==> config.mk <==
export PLATFORM = sky130hd
export DESIGN_NAME = program_loader
export DESIGN_NICKNAME = d
export VERILOG_FILES = /design/src/rtl/program_loader.sv
export SDC_FILE = /design/constraint.sdc
export NUM_CORES = 1
export LEC_CHECK = 0
export ABC_AREA = 1
export CORE_UTILIZATION = 30
export CTS_BUF_LIST = sky130_fd_sc_hd__clkbuf_8
export DETAILED_ROUTE_END_ITERATION = 16
export PLACE_DENSITY = 0.62
export SLEW_MARGIN = 10
export SYNTH_ARGS = -nofsm -noshare
export SYNTH_HDL_FRONTEND = slang
export SYNTH_SLANG_ARGS = --single-unit
==> constraint.sdc <==
create_clock -name clk -period 1.7 [get_ports clk]
set_input_delay 0.425 -clock clk [delete_from_list [all_inputs] [get_ports clk]]
set_output_delay 0.425 -clock clk [all_outputs]
set_load 0.005 [all_outputs]
==> src/rtl/program_loader.sv <==
// Boot-time program loader: turns a COUNT/HI/LO[/CSUM] byte stream into program-memory writes.
// Optional checksum stage is enabled with `define LOADER_CHECKSUM_EN.
module program_loader (
  input  logic        clk,
  input  logic        reset_n,
  input  logic [7:0]  in_data,
  input  logic        in_valid,
  output logic        in_ready,
  output logic        pm_we,
  output logic [7:0]  pm_addr,
  output logic [10:0] pm_wdata,
  output logic        cpu_run,
  output logic        load_error
);

  localparam logic [2:0] S_IDLE  = 3'd0;
  localparam logic [2:0] S_HI    = 3'd1;
  localparam logic [2:0] S_LO    = 3'd2;
`ifdef LOADER_CHECKSUM_EN
  localparam logic [2:0] S_CSUM  = 3'd3;
`endif
  localparam logic [2:0] S_DONE  = 3'd4;
  localparam logic [2:0] S_ERROR = 3'd5;

  logic [2:0] state;
  logic [8:0] remaining;
  logic [7:0] addr;
  logic [2:0] opcode;
  logic       accepting;
  logic       accept;
  logic [2:0] last_word_state;

  always_comb begin
    accepting = 1'b0;
    case (state)
      S_IDLE, S_HI, S_LO: accepting = 1'b1;
`ifdef LOADER_CHECKSUM_EN
      S_CSUM:             accepting = 1'b1;
`endif
      default:            accepting = 1'b0;
    endcase
  end

  assign in_ready   = reset_n && accepting;
  assign accept     = in_valid && in_ready;
  assign load_error = (state == S_ERROR);

`ifdef LOADER_CHECKSUM_EN
  logic [7:0] csum;
  logic [7:0] csum_next;

  assign csum_next       = csum + in_data;
  assign last_word_state = S_CSUM;
  assign cpu_run         = (state == S_DONE);

  always_ff @(posedge clk) begin
    if (!reset_n) begin
      csum <= 8'd0;
    end else if (accept) begin
      csum <= csum_next;
    end
  end
`else
  logic run_q;

  assign last_word_state = S_DONE;
  assign cpu_run         = run_q;

  // Release one edge after DONE is entered so the final write has landed first.
  always_ff @(posedge clk) begin
    if (!reset_n) begin
      run_q <= 1'b0;
    end else if (state == S_DONE) begin
      run_q <= 1'b1;
    end
  end
`endif

  always_ff @(posedge clk) begin
    if (!reset_n) begin
      state     <= S_IDLE;
      remaining <= 9'd0;
      addr      <= 8'd0;
      opcode    <= 3'd0;
      pm_we     <= 1'b0;
      pm_addr   <= 8'd0;
      pm_wdata  <= 11'd0;
    end else begin
      pm_we <= 1'b0;
      if (accept) begin
        case (state)
          S_IDLE: begin
            remaining <= (in_data == 8'd0) ? 9'd256 : {1'b0, in_data};
            addr      <= 8'd0;
            state     <= S_HI;
          end
          S_HI: begin
            if (in_data[7:3] == 5'd0) begin
              opcode <= in_data[2:0];
              state  <= S_LO;
            end else begin
              state <= S_ERROR;
            end
          end
          S_LO: begin
            pm_we     <= 1'b1;
            pm_addr   <= addr;
            pm_wdata  <= {opcode, in_data};
            addr      <= addr + 8'd1;
            remaining <= remaining - 9'd1;
            state     <= (remaining == 9'd1) ? last_word_state : S_HI;
          end
`ifdef LOADER_CHECKSUM_EN
          S_CSUM: begin
            state <= (csum_next == 8'd0) ? S_DONE : S_ERROR;
          end
`endif
          default: state <= state;
        endcase
      end
    end
  end

endmodule

==> results of run 1 <==
==> final cells by class <==
| cell class | instances | area (um^2) | share of cell area (%) |
|---|---|---|---|
| Inverter | 31 | 118.9 | 4.454 |
| Sequential cell | 44 | 884.6 | 33.15 |
| Timing Repair Buffer | 54 | 496.7 | 18.61 |
| Clock buffer | 7 | 96.34 | 3.610 |
| Multi-Input combinational cell | 190 | 945.9 | 35.44 |
| Clock inverter | 1 | 30.03 | 1.125 |
| Tap cell | 77 | 96.34 | 3.610 |
==> logic make-up after synthesis <==
logic type	after synthesis	synth area share, %
flip-flops	44	43.81
buffers and inverters	42	9.147
AO/OA/AOI/OAI	64	16.18
XOR/XNOR	3	1.307
adder cells (fa/ha/maj)	3	1.867
AND/OR/NAND/NOR	120	27.69
==> cell usage in the layout (no fill, tap or decap), types with 2 or more instances in the layout <==
cell type        Yosys  final
nor3_1               3      3
a31oi_1              2      2
nand2_4              2      2
inv_1               26     26
dfxtp_1             44     41
clkbuf_8             0      7
inv_2                4      4
nor2_2               2      2
nand4_1              6      6
dfxtp_2              0      3
buf_4                1     20
nand3_1             17     17
dlygate4sd2_1        0      3
nand2_1             37     37
nor2_1              48     48
a21oi_1             25     25
clkdlybuf4s50_1      0     30
o21ai_1              3      3
xor2_1               2      2
o21ai_0             33     33
ha_1                 3      3
==> layer usage <==
layer	part of all wire (%)	global-route usage, %
met1	49	20.44
met2	43	22.13
met3	5.3	3.363
met4	2.9	7.053
met5	0	0
==> per-stage QoR <==
step / utilization [%] / setup TNS, ps / setup WS [ps] / power (uW)
6_report: 41.55 / 0 / 124.3 / 2181
5_1_grt: 41.55 / 0 / 66.53 / 2288
4_1_cts: 41.55 / 0 / 112.2 / 2201
3_5_place_dp: 39.59 / -8962 / -369.6 / 1311
3_3_place_gp: 39.59 / -8450 / -368.1 / 1309
2_1_floorplan: - / 0 / 404.7 / 1214
==> flip-flops by register name, indices dropped and copies added, names as in the netlist <==
register   count
cpu_run        1
pm_addr        8
opcode         3
addr           8
state          3
pm_we          1
remaining      9
pm_wdata      11
==> power groups by stage <==
stage	logic (uW)	registers, uW	clock network (uW)
after floorplan	134	1080	0
after global placement	228	1080	0
after detailed placement	229	1080	0
after CTS	230	1060	913
after global routing	258	1060	969
final	230	1060	892
==> critical path, cell delays in order <==
cell and delay (ps):
dlygate4sd2_1 270, and3_1 200, dlygate4sd2_1 260
==> path summary, 6_finish.rpt <==
kind | from | end | depth (start not counted)
hold reg to reg | cpu_run$_SDFFE_PN0N_ | cpu_run$_SDFFE_PN0N_ | 2
hold / removal | cpu_run$_SDFFE_PN0N_ | cpu_run$_SDFFE_PN0N_ | 2
setup / recovery | reset_n | in_ready | 3
setup reg to reg | state[0]$_SDFFE_PN0P_ | pm_addr[6]$_SDFFE_PN0P_ | 7
==> timing repair <==
item | CTS | global route
gates resized for setup | 6 | 0
buffers inserted | 0 | 0
endpoints found under the setup margin | 2 | 0
==> results.cfg, run 1 <==
[place]
dp_hpwl_um = 3530
dpl_cell_area_um2 = 2542
portBuffers = 33
post-place-cells = 396
place_congestion = 0.8084

[worst_setup_path]
reg2reg_slack_ps = 210
endpoint_kind = output port
cp.required_ps = 1270
start_kind = primary input
cp.arrival_ps = 1150
path_class = in2out
critPathMaxFanout = 3

[grt]
antenna_found_initial = 0
grt_pass1_vias = 1719
grt_max_degree = 26
track_usage_pct = 14.92
grt_pass1_wl_um = 8328
grt_overflow = 0

[die]
die_h_um = 83.87
design.core.area_um2 = 6422
start_util_pct = 31.31
io_pins = 34
fp-row-count = 29
dieArea_um2 = 7033
die_w_um = 83.87

[sta]
period_share_pct = 92.69
tightest_slew_ps = 425.0
drv_slew = 0
maxSlewHeadroom_pct = 71.64
skew_ps = 5.003
layout_min_cycle_time_ps = 1576
clock.fmax_ghz = 0.6346
rsz0062_at_grt = false
setup_violations = 0
hold_slack_ps = 480.0
finalHoldViolCount = 0

[detailed_routing]
ant_nets = 0
first_iter_violations = 134
wire_per_inst_um = 11.99
route.final.wire_length_um = 4843
route.detailed.drc = 2
drt_pass1_iterations = 10
via_count = 1935
via_per_inst = 4.790

[clock_tree]
clockRootBuffer = clkbuf_8
htree_num_levels = 2
tritoncts = done
cts.path.max_buffers = 2
clock_sinks = 44
hold_buffers = 0
clkTransAtPathRegs_ps = 90
numCtsBuffers = 5
clkLatencyLatePin_ps = 300

[power]
cell_internal_pwr_uw = 1664
clockPowerShare_pct = 40.9
pwr-share-seq_pct = 48.5
power.switching_uw = 517.0
power_per_cell_area_nw_per_um2 = 817.4
p_comb_share_pct = 10.5
power.leakage_uw = 0.001169
sw_frac_of_total_pct = 23.70
peakVddDrop_v = 0.0004618

[cells_and_area]
antenna-diode-count = 0
fill_cells = 638
layout-drive-gt1-share_pct = 13.76
area_growth_pct = 32.73
finish.instance_area_um2 = 2669
fin_cells = 404
fin_nets = 340

[synthesis]
postSynthAreaPerCell_um2 = 7.285
synth_edf_count = 0
yosysWarningCount = 0
synth_top_area_share_pct = 43.81
yosysTopAreaCell = dfxtp_1
ys_types = 28
async_flop_share_pct = 0
synthFlopType = dfxtp_1
synth_common_cells = nor2_1, dfxtp_1, nand2_1
syn_nets = 290
synthCells = 276
yosys_register_bits = 44
syn_area_um2 = 2011
yosysSeqAreaShare_pct = 43.81
yosysMostFrequentCell = nor2_1
synth_area_leaders = dfxtp_1, nor2_1, o21ai_0

[run_status]
status = finished, violations left
violations = design-rule violations

[run]
maxCapViolCount = 0

[worst_hold_path]
min_path_type = reg2reg
(Power assumes the default switching activity.)
==> run 2: changes to the inputs <==
Settings changed: ABC_CLOCK_PERIOD_IN_PS from default to 1700.
==> results of run 2 <==
No change in the layout: final DEF, timing and power equal those of run 1.
==> run 3: changes to the inputs <==
Settings changed: ABC_CLOCK_PERIOD_IN_PS 1700 to 1600.
Clock period 1.7 ns to 1.6 ns, I/O delays scaled along.
==> results.cfg, run 3 (synthesis results as in run 1) <==
[worst_setup_path]
endpoint_kind = output port
path_class = reg2out
crit_family = buffers and inverters
cp_cell_sequence = clkdlybuf4s50_1
cp_slowest_stage_delay_ps = 500
crit_buf_inv = 1
worstReg2RegStart = state[2]$_SDFFE_PN0P_
start_kind = register
cpMaxStageDelayCell = clkdlybuf4s50_1
critPathMaxFanout = 2
reg2reg_slack_ps = 210
cp.arrival_ps = 1130
cp.required_ps = 1200
r2r_end = addr[6]$_SDFFE_PN0P_
ff2ff_path_depth = 9

[cells_and_area]
area_growth_pct = 34.97
fin_nets = 345
largest_register_ff_count = 11
layout-drive-gt1-share_pct = 15.36
regMostFlops = pm_wdata
antenna-diode-count = 0
final_common_cell = nor2_1
final_cell_mix = nor2_1, dfxtp_1, nand2_1, o21ai_0, clkdlybuf4s50_1
largestRegisters = pm_wdata: 11 flops, remaining: 9 flops
fin_util_pct = 42.26

[worst_hold_path]
holdPathStages = 2
worstHoldStart = cpu_run$_SDFFE_PN0N_
min_path_type = reg2reg
hold_end = cpu_run$_SDFFE_PN0N_

[run_status]
violations = design-rule violations
status = finished, violations left

[sta]
rsz0062_at_grt = false
layout_min_cycle_time_ps = 1534
period_share_pct = 95.87
tightest_slew_ps = 425.7
finalHoldViolCount = 0
hold_slack_ps = 473.8
setup_violations = 0
drv_slew = 0
clock.fmax_ghz = 0.6520
maxSlewHeadroom_pct = 71.59
skew_ps = 8.859

[die]
io_pins = 34
fp-row-count = 29
die_w_um = 83.87
start_util_pct = 31.31
die_h_um = 83.87
design.core.area_um2 = 6422
dieArea_um2 = 7033

[grt]
antenna_found_initial = 0
grt_pass1_wl_um = 7900
grt_pass1_vias = 1664
track_usage_pct = 13.86
grt_overflow = 0
grt_max_degree = 21

[power]
clockPowerShare_pct = 39.5
power.switching_uw = 532.0
power_per_cell_area_nw_per_um2 = 832.8
peakVddDrop_v = 0.0004312
pwr-share-seq_pct = 49.8
cell_internal_pwr_uw = 1728
sw_frac_of_total_pct = 23.54
p_comb_share_pct = 10.7
power.leakage_uw = 0.001202

[clock_tree]
hold_buffers = 0
clkLatencyLatePin_ps = 300
numCtsBuffers = 5
tritoncts = done
cts.path.max_buffers = 2
htree_num_levels = 2
clkTransAtPathRegs_ps = 90
clockRootBuffer = clkbuf_8
clock_sinks = 44

[detailed_routing]
ant_nets = 0
route.final.wire_length_um = 4586
drt_pass1_iterations = 11
via_per_inst = 4.550
wire_per_inst_um = 11.21
via_count = 1861
first_iter_violations = 134
route.detailed.drc = 1

[place]
dp_hpwl_um = 3425
portBuffers = 33
place_congestion = 0.7984

[run]
maxCapViolCount = 0
run 3: worst max path at each step:
stage	startpoint	end	cells past startpoint
after floorplan	state[1]$_SDFFE_PN0P_	addr[6]$_SDFFE_PN0P_	9
after global placement	reset_n	in_ready	3
after detailed placement	reset_n	in_ready	3
after CTS	pm_wdata[0]$_SDFFE_PN0P_	pm_wdata[0]	1
after global routing	state[2]$_SDFFE_PN0P_	load_error	3
final	pm_addr[4]$_SDFFE_PN0P_	pm_addr[4]	1
run 3: power groups by stage:
stage,registers (uW),logic [uW],clock network (uW)
after global placement,1150,243,0
final,1120,242,894
after global routing,1130,273,971
after CTS,1120,242,924
after floorplan,1150,142,0
after detailed placement,1150,244,0
run 3: timing repair:
| action | in CTS | in global routing |
|---|---|---|
| cloned | 0 | 0 |
| buffers inserted | 0 | 3 |
| pin swaps | 0 | 1 |
| endpoints found under the setup margin | 33 | 8 |
| gates resized for setup | 7 | 3 |
run 3: routing by layer:
metal	vias up	share of wire (%)	global-route usage [%]
met3	6	3.5	2.967
met4	0	1.4	4.232
met5	-	0	0
met1	808	52	19.87
met2	35	43	20.72
li1	1012	-	-
run 3: area by class of cell:
class                      count  area (um^2)
clock buffer                   6        82.58
clock inverter                 2        38.79
fill                         634         3709
inverter                      31        118.9
multi-input combinational    190        949.7
sequential                    44        887.1
tap                           77        96.34
timing repair buffer          59        540.5
run 3: per-stage QoR:
stage / cell area, um^2 / worst slack, ps / TNS, ps / instances / power (uW)
2_1_floorplan: 2011 / 304.7 / 0 / 276 / 1290
3_3_place_gp: 2557 / -416.5 / -13270 / 398 / 1393
3_5_place_dp: 2557 / -431.3 / -14730 / 398 / 1394
4_1_cts: 2681 / 43.55 / 0 / 406 / 2291
5_1_grt: 2714 / 4.352 / 0 / 409 / 2371
6_report: 2714 / 66.14 / 0 / 409 / 2260
